## config.mk

```make
export PLATFORM = sky130hd
export DESIGN_NAME = fifo_wr_arbiter
export DESIGN_NICKNAME = d
export VERILOG_FILES = /design/src/rtl/fifo_arb_pkg.sv /design/src/rtl/rr_picker.sv /design/src/rtl/fifo_wr_arbiter.sv
export SDC_FILE = /design/constraint.sdc
export NUM_CORES = 1
export LEC_CHECK = 0
export ABC_CLOCK_PERIOD_IN_PS = 3100
export CAP_MARGIN = 20
export CORE_MARGIN = 2
export CORE_UTILIZATION = 38
export CTS_CLUSTER_DIAMETER = 60
export CTS_CLUSTER_SIZE = 14
export DETAILED_ROUTE_END_ITERATION = 8
export HOLD_SLACK_MARGIN = 0.06
export PLACE_DENSITY = 0.81
export SLEW_MARGIN = 5
export SYNTH_ARGS = -nofsm -noshare
export SYNTH_HDL_FRONTEND = slang
export SYNTH_SLANG_ARGS = --single-unit
```

## constraint.sdc

```tcl
create_clock -name clk -period 3.1 [get_ports clk]
set_input_delay 0.62 -clock clk [delete_from_list [all_inputs] [get_ports clk]]
set_output_delay 0.62 -clock clk [all_outputs]
set_load 0.01 [all_outputs]
```

## src/rtl/fifo_arb_pkg.sv

```systemverilog
// Shared types and default sizing for the round-robin FIFO write arbiter.
package fifo_arb_pkg;

  typedef enum logic [0:0] {
    IDLE  = 1'b0,
    BURST = 1'b1
  } arb_state_e;

  localparam int DEF_NUM_REQ    = 4;
  localparam int DEF_DATA_WIDTH = 8;
  localparam int DEF_MAX_BURST  = 4;

endpackage

```

## src/rtl/rr_picker.sv

```systemverilog
// Rotating-priority search: first set req bit at or above rr_ptr, wrapping to 0.
module rr_picker #(
  parameter int num_req = 4
) (
  input  logic [num_req-1:0]         req,
  input  logic [$clog2(num_req)-1:0] rr_ptr,
  output logic                       found,
  output logic [$clog2(num_req)-1:0] idx
);
  localparam int IW = $clog2(num_req);

  function automatic logic [IW-1:0] wrap_idx(input logic [IW-1:0] base, input int off);
    return IW'((int'(base) + off) % num_req);
  endfunction

  // Walk the offsets from the far end so the nearest requester overwrites the result last.
  always_comb begin
    logic [IW-1:0] cand_s;
    logic          hit_s;
    found  = 1'b0;
    idx    = '0;
    cand_s = '0;
    hit_s  = 1'b0;
    for (int i = num_req - 1; i >= 0; i--) begin
      cand_s = wrap_idx(rr_ptr, i);
      hit_s  = req[cand_s];
      found  = found | hit_s;
      idx    = hit_s ? cand_s : idx;
    end
  end

endmodule

```

## src/rtl/fifo_wr_arbiter.sv

```systemverilog
// Round-robin burst arbiter on the async FIFO write side: one requester owns the
// write port for up to max_burst words; full stalls the burst without ending it.
module fifo_wr_arbiter
  import fifo_arb_pkg::*;
#(
  parameter int num_req    = DEF_NUM_REQ,
  parameter int data_width = DEF_DATA_WIDTH,
  parameter int max_burst  = DEF_MAX_BURST
) (
  input  logic                          clk,
  input  logic                          rst,
  input  logic [num_req-1:0]            req,
  input  logic [num_req*data_width-1:0] req_data,
  output logic [num_req-1:0]            ack,
  input  logic                          full,
  output logic                          wr,
  output logic [data_width-1:0]         wr_data,
  output logic                          grant_valid,
  output logic [$clog2(num_req)-1:0]    grant_id
);
  localparam int IW = $clog2(num_req);
  localparam int BW = $clog2(max_burst) + 1;
  localparam logic [BW-1:0] LAST_BEAT = BW'(max_burst - 1);
  localparam logic [IW-1:0] LAST_ID   = IW'(num_req - 1);

  arb_state_e            state_r, state_s;
  logic [IW-1:0]         rr_ptr_r, rr_ptr_s;
  logic [BW-1:0]         beat_cnt_r, beat_cnt_s;
  logic                  grant_valid_r, grant_valid_s;
  logic [IW-1:0]         grant_id_r, grant_id_s;
  logic                  pick_found_s;
  logic [IW-1:0]         pick_idx_s;
  logic                  burst_s, req_g_s, wr_s, last_beat_s;
  logic [num_req-1:0]    ack_s;
  logic [data_width-1:0] wr_data_s;
  logic [data_width-1:0] word_s [num_req];

  for (genvar g = 0; g < num_req; g++) begin : g_word
    assign word_s[g] = req_data[g*data_width +: data_width];
  end

  rr_picker #(
    .num_req (num_req)
  ) u_picker (
    .req    (req),
    .rr_ptr (rr_ptr_r),
    .found  (pick_found_s),
    .idx    (pick_idx_s)
  );

  // rst gates the write path directly so nothing leaks out during the reset cycle itself
  assign burst_s     = (state_r == BURST) && !rst;
  assign req_g_s     = req[grant_id_r];
  assign last_beat_s = wr_s && (beat_cnt_r == LAST_BEAT);

  // Write strobe, one-hot ack and write data for the granted requester
  always_comb begin
    wr_s      = 1'b0;
    ack_s     = '0;
    wr_data_s = '0;
    if (burst_s) begin
      wr_data_s = word_s[grant_id_r];
      if (req_g_s && !full) begin
        wr_s              = 1'b1;
        ack_s[grant_id_r] = 1'b1;
      end else begin
        wr_s = 1'b0;
      end
    end else begin
      wr_data_s = '0;
    end
  end

  // Next-state: arbitrate in IDLE, count beats and decide burst exit in BURST
  always_comb begin
    state_s       = state_r;
    rr_ptr_s      = rr_ptr_r;
    beat_cnt_s    = beat_cnt_r;
    grant_valid_s = grant_valid_r;
    grant_id_s    = grant_id_r;
    case (state_r)
      IDLE: begin
        beat_cnt_s = '0;
        if (pick_found_s) begin
          state_s       = BURST;
          grant_valid_s = 1'b1;
          grant_id_s    = pick_idx_s;
        end else begin
          grant_valid_s = 1'b0;
        end
      end
      BURST: begin
        if (last_beat_s || !req_g_s) begin
          state_s       = IDLE;
          grant_valid_s = 1'b0;
          beat_cnt_s    = '0;
          rr_ptr_s      = (grant_id_r == LAST_ID) ? '0 : grant_id_r + IW'(1);
        end else if (wr_s) begin
          beat_cnt_s = beat_cnt_r + BW'(1);
        end else begin
          beat_cnt_s = beat_cnt_r;
        end
      end
      default: begin
        state_s       = IDLE;
        grant_valid_s = 1'b0;
        beat_cnt_s    = '0;
      end
    endcase
  end

  // Arbiter state register
  always_ff @(posedge clk) begin
    if (rst) begin
      state_r       <= IDLE;
      rr_ptr_r      <= '0;
      beat_cnt_r    <= '0;
      grant_valid_r <= 1'b0;
      grant_id_r    <= '0;
    end else begin
      state_r       <= state_s;
      rr_ptr_r      <= rr_ptr_s;
      beat_cnt_r    <= beat_cnt_s;
      grant_valid_r <= grant_valid_s;
      grant_id_r    <= grant_id_s;
    end
  end

  assign wr          = wr_s;
  assign ack         = ack_s;
  assign wr_data     = wr_data_s;
  assign grant_valid = grant_valid_r;
  assign grant_id    = grant_id_r;

endmodule

```

==> summary.txt <==
Global routing
  – Largest net degree at the start of global routing: 16
  – Gr usage total: 22.36%
  – Number of global-route vias before repair: around 980
  – Met1 usage: between 20% and 30%
  – Initial antenna violation count: 0
  – Met3 usage: 4.971%
  – Busiest grt layer: met2
  – M2 GR Usage: 38.60%
  – First-pass GRT wire length: ~4.4 mm
  – Overflow after GRT: 0

Logic synthesis
  – Post-synthesis cell area: 834.6 sq um
  – Post-synth ARST share: 0%
  – Main synth FF type: dfxtp_1
  – Top post-synthesis cells by area: dfxtp_1, mux4_2, ha_1
  – Avg Cell Area, Syn: 9.273 sq um
  – Most frequent cell after synthesis: a21oi_1
  – Largest family of logic cells by synthesized area: multiplexers
  – Adder-Cell Fraction of Synth Area: 8.996%
  – EDFF count, synth: 0
  – Mapped Cells: 90
  – Complex-gate fraction of the synthesized area: 13.64%
  – Post-synth top area share: 21.59%
  – #FFs+latches synth: 9
  – Fraction of synthesized cell area in xor and xnor cells: 0%
  – Synth unique cells: 24
  – Commonest cells post-synth: a21oi_1, dfxtp_1, nor2b_1
  – Synthesized Nets: 135
  – Sequential area share after synthesis: 21.59%
  – Post-synthesis mux area share: between 20% and 30%
  – Synth warn: 0
  – Simple-gate share of the synthesized area: 23.54%
  – Cell taking the most area after synthesis: dfxtp_1

Worst setup path
  – Reg2reg path depth: 6
  – Worst R2R Setup Slack: 1.29 ns
  – Critical Path RT: between 2 and 2.5 ns
  – CP max FO: 5
  – R2r endpoint: rr_ptr_r[0]
  – Critical path class: primary input to primary output
  – CP Launch Type: primary input
  – RR Startpoint: beat_cnt_r[0]
  – CP Data Arrival Time: between 2 and 2.5 ns
  – Crit end category: primary output

CTS
  – Reg clk slew, reported paths: about 0.06 ns
  – Worst skew pair latency: ~0.27 ns
  – CTS tree: done
  – Clock Tree Buf Depth: 2
  – Root buffer cell: clkbuf_4
  – Post-cts sizing count: 0
  – H-tree depth: 1
  – Setup bufs post-CTS: 0
  – Hold buffer count at cts: 0
  – Clock sink count: 9
  – TritonCTS buffer count: 3

Floorplan
  – Total die area: around 2600 sq um
  – Core Box Area: approximately 2000 sq um
  – I/O pins: 55
  – DIE HEIGHT: just over 50 um
  – Row cnt: 16
  – Starting Density: 41.27%
  – Die width: 50.87 um

STA
  – Unrepaired setup endpoints after global routing: false
  – Final setup skew: 0.01146 ns
  – Fin crit period: 3.015 ns
  – Final Hold Viols: 0
  – Setup TNS: 0 ns
  – Period utilization: between 90 and 100%
  – Slew @ Worst Pin: 0.6289 ns
  – FMAX: 331.7 MHz
  – Slew headroom: roughly 58%
  – Fin. max-slew vios: 0
  – Final setup violation count: 0

Route
  – Routed len/inst: 15.46 um
  – Drt drc: 0
  – WL final: 2.798 mm
  – Via density: 5.227
  – DR vias: 946
  – 1st-iter DRT viols: 22
  – 1st-pass router iterations: 4
  – ANT nets after route: 0

Power
  – P_leak: between 0.0005 and 0.0006 uW
  – Max IR drop VDD: 282.3 uV
  – Pwr dens: 261.6 nW/um^2

Final layout
  – Post-Route Utilization: about three quarters
  – Diode count: 0
  – Net count, final: 200
  – Area Overhead vs Synth: 79.31%
  – # fillers: about 150
  – Post-route cell area: 1496 sq um
  – Share of post-route cells with drive strength above 1: 14.94%

Placement
  – Port Buffers: between 50 and 60
  – Post-DP Area: 1464 sq um
  – Post-DP HPWL: approximately 2.3 mm
  – GPL Wtd Cong: 0.8959

Flow run
  – Max-cap viol count: 0

Run status
  – Status: completed

Min path
  – WHS Path Cells: 2
  – Hold Startpoint: beat_cnt_r[2]
  – Hold crit path type: flop to flop
  – Worst Hold Path EP: beat_cnt_r[2]
==> worst max path at each step <==
stage / start / slack, ns / endpoint / depth (start not counted)
after floorplan: rst / 0.94 / ack[0] / 4
after global placement: req[2] / 0.1 / ack[3] / 6
after detailed placement: req[2] / 0.06 / ack[2] / 6
after CTS: grant_id[0] / 0.05 / ack[2] / 5
after global routing: req[2] / 0.007 / ack[2] / 6
final: req[0] / 0.09 / ack[2] / 6
==> cells in the final DEF (no fill, tap or decap), types with 3 or more instances in the layout <==
cell type / count
a21oi_1: 12
and2_1: 4
buf_4: 9
clkbuf_4: 3
clkdlybuf4s50_1: 53
dfxtp_1: 8
ha_1: 6
inv_1: 8
mux4_2: 8
nand2b_1: 4
nor2_1: 4
nor2b_1: 9
nor3_1: 4
or4_1: 3
==> metrics by stage <==
step / total power, uW / worst slack (ns) / hold slack (ns) / cells
after floorplan: 205.9 / 0.9445 / 0.4541 / 90
after global placement: 294.0 / 0.09869 / 0.4765 / 177
after detailed placement: 299.3 / 0.06003 / 0.4846 / 177
after CTS: 394.0 / 0.05280 / 0.4976 / 181
after global routing: 412.1 / 0.007357 / 0.5324 / 181
final: 391.4 / 0.08543 / 0.4980 / 181
==> per-layer routing <==
| layer | wire length, um | vias to the layer above | part of all wire [%] |
|---|---|---|---|
| met1 | 1255 | 426 | 45 |
| met4 | 12 | 0 | 0.43 |
| met3 | 280 | 2 | 10 |
| li1 | - | 462 | - |
| met5 | 0 | - | 0 |
| met2 | 1249 | 56 | 45 |
==> cell families (layout without fill, tap and decap cells) <==
group	count (synthesis)	in the layout
simple gates	34	34
flops	9	9
buf+inv	11	75
mux	11	11
fa+ha+maj	6	6
compound gates	19	19
==> power breakdown <==
group	internal, uW	leakage, uW	switching [uW]	total, uW
logic	108	0.000479	55.4	163
registers	123	0.0000741	12.4	135
clock network	49.6	0.0000150	43.2	92.8
==> final cells by class <==
type                       count  area [sq um]  area share, %
sequential                     9         181.4          12.12
clock buffer                   4         26.28          1.756
tap                           27         33.78          2.258
inverter                       8         30.03          2.007
timing repair buffer          63         610.6          40.80
multi-input combinational     70         614.3          41.05
==> critical path, stage by stage <==
cell and delay, ns:
clkdlybuf4s50_1 0.42, mux4_1 0.50, nand2b_1 0.13, nor2_2 0.07, and2_1 0.18, clkdlybuf4s50_1 0.47
==> sequential cells by signal (all words and copies together) (netlist names) <==
| name | flops |
|---|---|
| beat_cnt_r | 3 |
| grant_id | 2 |
| rr_ptr_r | 2 |
| grant_valid | 1 |
| state_r | 1 |
(Power assumes the default switching activity.)
